==> config.mk <==
export PLATFORM = sky130hd
export DESIGN_NAME = io_controller
export DESIGN_NICKNAME = d
export VERILOG_FILES = /design/src/rtl/io_pkg.sv /design/src/rtl/io_controller_sevenseg_scan.sv /design/src/rtl/io_controller.sv
export SDC_FILE = /design/constraint.sdc
export NUM_CORES = 1
export LEC_CHECK = 0
export ABC_CLOCK_PERIOD_IN_PS = 6400
export BUFFER_PORTS_ARGS = -buffer_cell sky130_fd_sc_hd__buf_2
export CAP_MARGIN = 20
export CORE_MARGIN = 2
export CORE_UTILIZATION = 41
export DETAILED_ROUTE_END_ITERATION = 8
export PLACE_DENSITY = 0.62
export SLEW_MARGIN = 20
export SYNTH_ARGS = -nofsm -noshare
export SYNTH_HDL_FRONTEND = slang
export SYNTH_HIERARCHICAL = 1
export SYNTH_SLANG_ARGS = --single-unit
==> constraint.sdc <==
create_clock -name clk -period 6.4 [get_ports clk]
set_input_delay 1.28 -clock clk [delete_from_list [all_inputs] [get_ports clk]]
set_output_delay 1.28 -clock clk [all_outputs]
set_load 0.03 [all_outputs]
==> src/rtl/io_pkg.sv <==
// Shared constants for the memory-mapped I/O block: register offsets,
// STATUS bit positions and the active-low hex-to-segment table.
package io_pkg;

   localparam logic [3:0] IO_LED    = 4'h0;
   localparam logic [3:0] IO_SW     = 4'h4;
   localparam logic [3:0] IO_TIMER  = 4'h8;
   localparam logic [3:0] IO_STATUS = 4'hC;

   localparam int ST_EXPIRED    = 0;
   localparam int ST_ENABLE     = 1;
   localparam int ST_AUTORELOAD = 2;

   // Segments g..a, active-low; entry n is the glyph for hex digit n.
   localparam logic [15:0][6:0] SEG_HEX = {
      7'h0E, 7'h06, 7'h21, 7'h46, 7'h03, 7'h08, 7'h10, 7'h00,
      7'h78, 7'h02, 7'h12, 7'h19, 7'h30, 7'h24, 7'h79, 7'h40
   };

endpackage

==> src/rtl/io_controller_sevenseg_scan.sv <==
// Multiplexed 4-digit seven-segment scanner showing a 16-bit value in hex.
// Instantiated by io_controller only when IO_SEVENSEG_EN is defined.
module sevenseg_scan
   import io_pkg::*;
#(
   parameter int SCAN_DIV = 1000
) (
   input  logic        clk,
   input  logic        reset,
   input  logic [15:0] leds,
   output logic [3:0]  an,
   output logic [6:0]  seg
);

   localparam int SW = (SCAN_DIV > 1) ? $clog2(SCAN_DIV) : 1;
   localparam logic [SW-1:0] SCAN_LAST = SW'(SCAN_DIV - 1);

   logic [SW-1:0] r_scan;
   logic [1:0]    r_digit;
   logic [3:0]    r_an;
   logic [6:0]    r_seg;
   logic [15:0]   w_shift;
   logic [3:0]    w_nibble;

   assign w_shift  = leds >> {r_digit, 2'b00};
   assign w_nibble = w_shift[3:0];

   // Outputs are registered so reset blanks the display asynchronously.
   always_ff @(posedge clk or posedge reset) begin
      if (reset) begin
         r_scan  <= '0;
         r_digit <= 2'd0;
         r_an    <= 4'hF;
         r_seg   <= 7'h7F;
      end else begin
         if (r_scan == SCAN_LAST) begin
            r_scan  <= '0;
            r_digit <= r_digit + 2'd1;
         end else begin
            r_scan <= r_scan + 1'b1;
         end
         r_an  <= ~(4'b0001 << r_digit);
         r_seg <= SEG_HEX[w_nibble];
      end
   end

   assign an  = r_an;
   assign seg = r_seg;

endmodule

==> src/rtl/io_controller.sv <==
// I/O window peripheral: LED/switch registers, prescaled down-counting timer
// and status, with combinational read-back. IO_SEVENSEG_EN adds the display scanner.
module io_controller
   import io_pkg::*;
#(
   parameter int PRESCALE = 50,
   parameter int SCAN_DIV = 1000
) (
   input  logic        clk,
   input  logic        reset,
   input  logic [3:0]  io_addr,
   input  logic        io_write_en,
   input  logic [31:0] io_write_data,
   output logic [31:0] io_read_data,
   input  logic [15:0] switches,
   output logic [15:0] leds,
   output logic        irq,
   output logic [3:0]  an,
   output logic [6:0]  seg
);

   localparam int PW = (PRESCALE > 1) ? $clog2(PRESCALE) : 1;
   localparam logic [PW-1:0] PRE_LAST = PW'(PRESCALE - 1);

   logic [15:0]   r_leds;
   logic [15:0]   r_sw_meta;
   logic [15:0]   r_sw_sync;
   logic [31:0]   r_count;
   logic [31:0]   r_reload;
   logic          r_enable;
   logic          r_autoreload;
   logic          r_expired;
   logic [PW-1:0] r_pre;

   logic [1:0] w_sel;
   logic       w_wr_led;
   logic       w_wr_timer;
   logic       w_wr_status;
   logic       w_tick;
   logic       w_expire;
   logic       w_clear;
   logic       w_unused;

   assign w_sel       = io_addr[3:2];
   assign w_wr_led    = io_write_en && (w_sel == IO_LED[3:2]);
   assign w_wr_timer  = io_write_en && (w_sel == IO_TIMER[3:2]);
   assign w_wr_status = io_write_en && (w_sel == IO_STATUS[3:2]);
   assign w_clear     = w_wr_status && io_write_data[ST_EXPIRED];

   // A TIMER load or an enable-clearing STATUS write swallows the tick.
   assign w_tick   = r_enable && (r_pre == PRE_LAST) && !w_wr_timer &&
                     !(w_wr_status && !io_write_data[ST_ENABLE]);
   assign w_expire = w_tick && (r_count == 32'd1);

   always_ff @(posedge clk or posedge reset) begin
      if (reset) begin
         r_sw_meta <= '0;
         r_sw_sync <= '0;
         r_leds    <= '0;
      end else begin
         r_sw_meta <= switches;
         r_sw_sync <= r_sw_meta;
         if (w_wr_led) r_leds <= io_write_data[15:0];
      end
   end

   always_ff @(posedge clk or posedge reset) begin
      if (reset) begin
         r_pre <= '0;
      end else if (!r_enable || w_wr_timer || (r_pre == PRE_LAST)) begin
         r_pre <= '0;
      end else begin
         r_pre <= r_pre + 1'b1;
      end
   end

   always_ff @(posedge clk or posedge reset) begin
      if (reset) begin
         r_count  <= '0;
         r_reload <= '0;
      end else if (w_wr_timer) begin
         r_count  <= io_write_data;
         r_reload <= io_write_data;
      end else if (w_tick) begin
         if (r_count > 32'd1)
            r_count <= r_count - 32'd1;
         else if (r_count == 32'd1)
            r_count <= r_autoreload ? r_reload : 32'd0;
      end
   end

   always_ff @(posedge clk or posedge reset) begin
      if (reset) begin
         r_enable     <= 1'b0;
         r_autoreload <= 1'b0;
         r_expired    <= 1'b0;
      end else begin
         if (w_wr_status) begin
            r_enable     <= io_write_data[ST_ENABLE];
            r_autoreload <= io_write_data[ST_AUTORELOAD];
         end
         r_expired <= w_expire || (r_expired && !w_clear);
      end
   end

   always_comb begin
      io_read_data = '0;
      case (w_sel)
         IO_LED[3:2]:   io_read_data = {16'h0, r_leds};
         IO_SW[3:2]:    io_read_data = {16'h0, r_sw_sync};
         IO_TIMER[3:2]: io_read_data = r_count;
         default: begin
            io_read_data[ST_EXPIRED]    = r_expired;
            io_read_data[ST_ENABLE]     = r_enable;
            io_read_data[ST_AUTORELOAD] = r_autoreload;
         end
      endcase
   end

   assign leds = r_leds;
   assign irq  = r_expired;

`ifdef IO_SEVENSEG_EN
   assign w_unused = &{1'b0, io_addr[1:0]};

   sevenseg_scan #(
      .SCAN_DIV (SCAN_DIV)
   ) u_scan (
      .clk   (clk),
      .reset (reset),
      .leds  (r_leds),
      .an    (an),
      .seg   (seg)
   );
`else
   assign w_unused = &{1'b0, io_addr[1:0], SCAN_DIV > 0};
   assign an       = 4'hF;
   assign seg      = 7'h7F;
`endif

endmodule

==> results.json, run 1 <==
{
  "tritoncts": "done",
  "crit_required_ps": 5120,
  "drv_slew": 0,
  "hold_viol": 0,
  "relSlewSlack_pct": 34.4,
  "met1Wirelength_microns": 7010,
  "synthAdderAreaFrac_pct": 0.839,
  "clock_power_share_pct": 37.0,
  "utilization_pct": 49.9,
  "yosysSeqAreaShare_pct": 50.8,
  "combPwrFrac_pct": 22.2,
  "ant_nets": 0,
  "postCtsSetupBuffers": 0,
  "tightest_slew_ps": 984,
  "clock-skew-final_ps": 6.48,
  "synth_area_leaders": "dfrtp_1 51%, nand2_1 8.1%, mux2_2 3.4%",
  "ctsHtreeMaxLevel": 4,
  "drt_iter0_drc": 372,
  "placementRows": 44,
  "grt_max_degree": 67,
  "antenna_found_initial": 0,
  "die_w_microns": 125,
  "syn2layout_area_growth_pct": 20.2,
  "nNetsFinal": 772,
  "synth_xor_area_share_pct": 0.587,
  "powerDensity_mw_per_mm2": 358,
  "die-area_sq_mm": 0.0155,
  "dr_total_vias": 4929,
  "crit_start": "io_addr[2]",
  "synth_compound_area_share_pct": 14.0,
  "yosysWarnings": 6,
  "cp.arrival_ps": 2980,
  "grt_pass1_vias": 4891,
  "syn_inst": 624,
  "clk_pin_slew_ps": 50,
  "fin_crit_sh_pct": 66.5,
  "min_period_ps": 4260,
  "clkLatencyLatePin_ps": 420,
  "core-area_sq_mm": 0.0144,
  "yosys.area.top_type": "dfrtp_1",
  "synthArstFlopShare_pct": 100,
  "hold_path.class": "flop to flop",
  "portBuffers": 101,
  "io_pins": 115,
  "top_layer_used": "met4",
  "status": "finished, final reports clean",
  "avgViaCountPerCell": 5.42,
  "cts_root_buffer": "clkbuf_16",
  "synthDistinctLibCells": 65,
  "wl_microns": 15300,
  "drtPass1Iterations": 4,
  "power_leakage_uw": 0.00327,
  "timing_worst_setup_path_type": "input port to output port",
  "drive_gt1_share_pct": 25.1,
  "p_int_uw": 1700,
  "cts_buffer_depth": 2,
  "worstHoldStart": "r_sw_meta[11]",
  "diodes": 0,
  "r2r_start": "r_count[0]",
  "drc": 0,
  "synth_top_family_by_area": "simple AND/OR/NAND/NOR gates",
  "synth_edf_count": 0,
  "synth.top_cells.by_count": "128 x nand2_1, 121 x dfrtp_1, 44 x nor2_1, 40 x o21ai_0, 26 x o21ai_1",
  "met3_length_microns": 758,
  "syn_avg_cell_area_sq_um": 9.56,
  "ys.flop_type": "dfrtp_1",
  "grt_use_total_pct": 20.2,
  "synth_mux_area_share_pct": 6.71,
  "grt_pass1_wl_microns": 25000,
  "die_h_microns": 125,
  "seq_power_share_pct": 40.8,
  "netSwitchingFraction_pct": 33.8,
  "setup_viol": 0,
  "wl_met2_microns": 7280,
  "cts_resized": 0,
  "worst-path-max-fanout": 24,
  "dpl.hpwl_microns": 10400,
  "ys_seq_elements": 121,
  "switchingPower_uw": 868,
  "gp_congestion": 0.821,
  "max_cap_violations": 0,
  "irDropWorstVdd_mv": 0.233,
  "cp-end-kind": "output port",
  "syn_area_sq_mm": 0.00596,
  "setup_tns_ps": 0,
  "rsz0062_at_grt": "false",
  "max_freq_mhz": 235,
  "post_drt_wl_per_cell_microns": 16.8,
  "yosys.area.top_type_share_pct": 50.8,
  "grt-ovfl-total": 0,
  "crit_path_start_kind": "input port",
  "synth.most_common_cell": "nand2_1",
  "cts_made_buffers": 17,
  "cts-hold-fix-buffers": 0,
  "cts.sinks": 121,
  "yosys.area_share.simple_pct": 22.5,
  "start_util_pct": 41.5
}
==> state kept, by name, indices dropped and copies added (netlist names) <==
name,cells
r_reload,32
r_enable,1
irq,1
r_pre,6
r_sw_meta,16
r_sw_sync,16
leds,16
r_count,32
r_autoreload,1
==> layout make-up <==
class	count	area, sq um
fillers	1304	7200
flip-flops and latches	121	3030
multi-input cells	458	2720
repair buffers	108	558
clock buffers	19	453
well taps	184	230
clock inverters	13	145
inverters	7	28.8
==> per-layer routing <==
layer,vias to the layer above,global-route usage [%]
met5,-,0
met4,0,8.86
met3,18,4.08
met2,150,32.0
met1,2393,26.9
li1,2368,-
==> worst max-delay path, stage by stage <==
cell and delay, ps:
buf_2 410, nor2b_1 800, nand2_1 130, o21ai_0 120, buf_2 230
==> per-stage QoR <==
step / cell area [sq um] / instances / hold slack, ps / total power [uW] / setup WS [ps]
after global placement: 6570 / 878 / 332 / 1610 / 2110
after global routing: 7170 / 910 / 353 / 2700 / 1860
final: 7170 / 910 / 346 / 2570 / 2140
after CTS: 7170 / 910 / 347 / 2590 / 2100
after detailed placement: 6570 / 878 / 335 / 1630 / 2100
after floorplan: 6000 / 634 / 331 / 1450 / 1910
==> power by group through the flow <==
stage               clock network (uW)  registers (uW)  logic (uW)
finish                             951            1050         569
global route                      1010            1070         626
CTS                                974            1040         572
detailed placement                   0            1060         569
global placement                     0            1050         557
floorplan                            0            1040         414
==> layout by cell type, fill, tap and decap left out, types with 11 or more instances in the layout <==
cell and count:
o21ai_0 40, nand2_1 128, nor2_1 43, mux2_2 18
a21oi_1 12, o21ai_1 26, and2_1 17, mux2i_1 13
nand3_1 17, conb_1 11, buf_2 101, clkbuf_16 17
nor3_1 14, dfrtp_1 121
==> logic make-up after synthesis <==
group	after synthesis
buffers and inverters	55
adders and majority gates	4
AOI/OAI and AO/OA	131
xor gates and xnor gates	4
DFF	121
other	1
muxes	34
and+or+nand+nor	274
==> worst paths after layout <==
check,slack [ps],endpoint,depth (start not counted)
max,2140,io_read_data[9],5
min,350,r_sw_sync[11],0
max reg2reg,3190,r_count[0],9
min reg2reg,350,r_sw_sync[11],0
max in group asynchronous,4120,r_reload[22],3
min in group asynchronous,1030,r_sw_sync[2],2
Power figures use the tool's default switching activity.
==> run 2: changes to the inputs <==
--- a/config.mk
+++ b/config.mk
@@ -5,7 +5,7 @@
 export SDC_FILE = /design/constraint.sdc
 export NUM_CORES = 1
 export LEC_CHECK = 0
-export ABC_CLOCK_PERIOD_IN_PS = 6400
+export ABC_CLOCK_PERIOD_IN_PS = 4000
 export BUFFER_PORTS_ARGS = -buffer_cell sky130_fd_sc_hd__buf_2
 export CAP_MARGIN = 20
 export CORE_MARGIN = 2
==> constraint.sdc (replaced) <==
create_clock -name clk -period 4 [get_ports clk]
set_input_delay 0.8 -clock clk [delete_from_list [all_inputs] [get_ports clk]]
set_output_delay 0.8 -clock clk [all_outputs]
set_load 0.03 [all_outputs]
==> run 2 against run 1 <==
  * Routed wire length decreased by 1.0%
  * Hold slack got worse by 0.90 ps
  * Sequential share of layout area shrank 0.60 points
  * Combinational power grew 62%
  * Die area unchanged
  * Clock power increased by 69%
  * Clock skew grew 1.5 ps
  * Global-route usage about the same
  * Critical endpoint is now io_read_data[15]
  * Highest routed layer unchanged
==> results.json, run 2 (synthesized netlist as in run 1, its figures left out) <==
{
  "drv_slew": 0,
  "cts.sinks": 121,
  "relSlewSlack_pct": 45.6,
  "powerDensity_mw_per_mm2": 578,
  "rrSetupSlack_ps": 1230,
  "max_freq_mhz": 340,
  "wl_microns": 15100,
  "grt-ovfl-total": 0,
  "tritoncts": "done",
  "ant_nets": 0,
  "tightest_slew_ps": 813,
  "postCtsSetupBuffers": 0,
  "use_met1_pct": 28.1,
  "avgViaCountPerCell": 5.41,
  "cp.arrival_ps": 2140,
  "io_pins": 115,
  "dpl_cell_area_sq_mm": 0.00665,
  "grt_util_met2_pct": 31.6,
  "hold_ws_ps": 345,
  "cts_resized": 0,
  "hold_path.class": "flop to flop",
  "cts_made_buffers": 17,
  "crit_path_start_kind": "input port",
  "power_leakage_uw": 0.00334,
  "drive_gt1_share_pct": 26.0,
  "setup_viol": 0,
  "die_w_microns": 125,
  "rsz0062_at_grt": "false",
  "die-area_sq_mm": 0.0155,
  "diodes": 0,
  "max_cap_violations": 0,
  "ctsHtreeMaxLevel": 4,
  "clock-skew-final_ps": 7.99,
  "met3_usage_pct": 4.85,
  "crit_required_ps": 3200,
  "antenna_found_initial": 0,
  "crit_path_cell_trace": "buf_2 > buf_4 > nor2b_1 > buf_4 > nand2_1 > o21ai_0 > buf_2",
  "clk_pin_slew_ps": 50,
  "timing_worst_setup_path_type": "input port to output port",
  "cts-hold-fix-buffers": 0,
  "cts_buffer_depth": 2,
  "post_drt_wl_per_cell_microns": 16.4,
  "layout_commonest_cell": "nand2_1",
  "slowest_delay_ps": 270,
  "portBuffers": 101,
  "hold_viol": 0,
  "top_usage_layer": "met2",
  "reg_top3": "r_count (32), r_reload (32)",
  "worstSetupEndpoint": "io_read_data[15]",
  "rr_worst_depth": 6,
  "final_area_sq_mm": 0.00727,
  "setup_tns_ps": 0,
  "grt_max_degree": 50,
  "nNetsFinal": 782,
  "grt_use_total_pct": 20.2,
  "dr_total_vias": 4973,
  "drc": 0,
  "worst-path-max-fanout": 13,
  "drtPass1Iterations": 5,
  "r2r_end": "r_count[7]",
  "dpl.hpwl_microns": 10600,
  "status": "finished, final reports clean",
  "drt_iter0_drc": 335,
  "cp-end-kind": "output port",
  "gp_congestion": 0.842,
  "core-area_sq_mm": 0.0144,
  "grt_pass1_wl_microns": 25100,
  "cts_root_buffer": "clkbuf_16",
  "clkLatencyLatePin_ps": 410,
  "die_h_microns": 125,
  "r2r_start": "r_count[17]",
  "crit_slowest_cell": "buf_2",
  "fin_crit_sh_pct": 73.5,
  "min_period_ps": 2940,
  "crit_start": "io_addr[2]",
  "grt_pass1_vias": 4882,
  "irDropWorstVdd_mv": 0.284,
  "placementRows": 44,
  "syn2layout_area_growth_pct": 21.9,
  "final_cell_mix": "128 x nand2_1, 121 x dfrtp_1, 101 x buf_2",
  "start_util_pct": 41.5
}
[run 2: cell count changes in the layout (fill, tap and decap cells not counted)]
cell        before  now
clkbuf_1         0    1
clkinvlp_4       6    4
clkinv_4         2    3
clkbuf_8         2    0
inv_4            1    0
buf_4            7   17
clkinv_2         1    2
bufinv_16        2    4
[run 2: area by class of cell]
type                       count  area [sq um]
tap                          184           230
multi-input combinational    458          2720
clock buffer                  18           429
fill                        1345          7100
inverter                       7          30.0
clock inverter                14           196
timing repair buffer         118           633
sequential                   121          3030
[run 2: through the flow]
step | total power [uW] | setup WS [ps] | cells | utilization (%)
after floorplan | 2320 | 766 | 634 | -
after CTS | 4230 | 1040 | 920 | 50.6
after detailed placement | 2610 | 1050 | 888 | 46.2
after global routing | 4430 | 928 | 920 | 50.6
final | 4200 | 1060 | 920 | 50.6
after global placement | 2580 | 1080 | 888 | 46.2
[run 2: critical path, delay by kind of cell]
family          cells  cell delay (ps)
compound gates      1              100
buf+inv             4              970
simple gates        2              260
[run 2: metal layers]
metal | vias to the layer above | wire length, microns
li1 | 2379 | -
met1 | 2429 | 7070
met2 | 153 | 7110
met3 | 12 | 809
met4 | 0 | 131
met5 | - | 0
[run 2: worst min path at each step]
| stage | endpoint | start | depth (start not counted) | slack (ps) |
|---|---|---|---|---|
| 2_1_floorplan | r_sw_sync[0] | r_sw_meta[0] | 0 | 330 |
| 3_3_place_gp | r_sw_sync[11] | r_sw_meta[11] | 0 | 330 |
| 3_5_place_dp | r_sw_sync[0] | r_sw_meta[0] | 0 | 330 |
| 4_1_cts | r_sw_sync[13] | r_sw_meta[13] | 0 | 350 |
| 5_1_grt | r_sw_sync[3] | r_sw_meta[3] | 0 | 350 |
| 6_report | r_sw_sync[2] | r_sw_meta[2] | 0 | 350 |
[run 2: power breakdown]
group          internal, uW  leakage, uW  switching [uW]
clock network          1050     0.000297             565
logic                   345      0.00155             576
registers              1430      0.00149             240
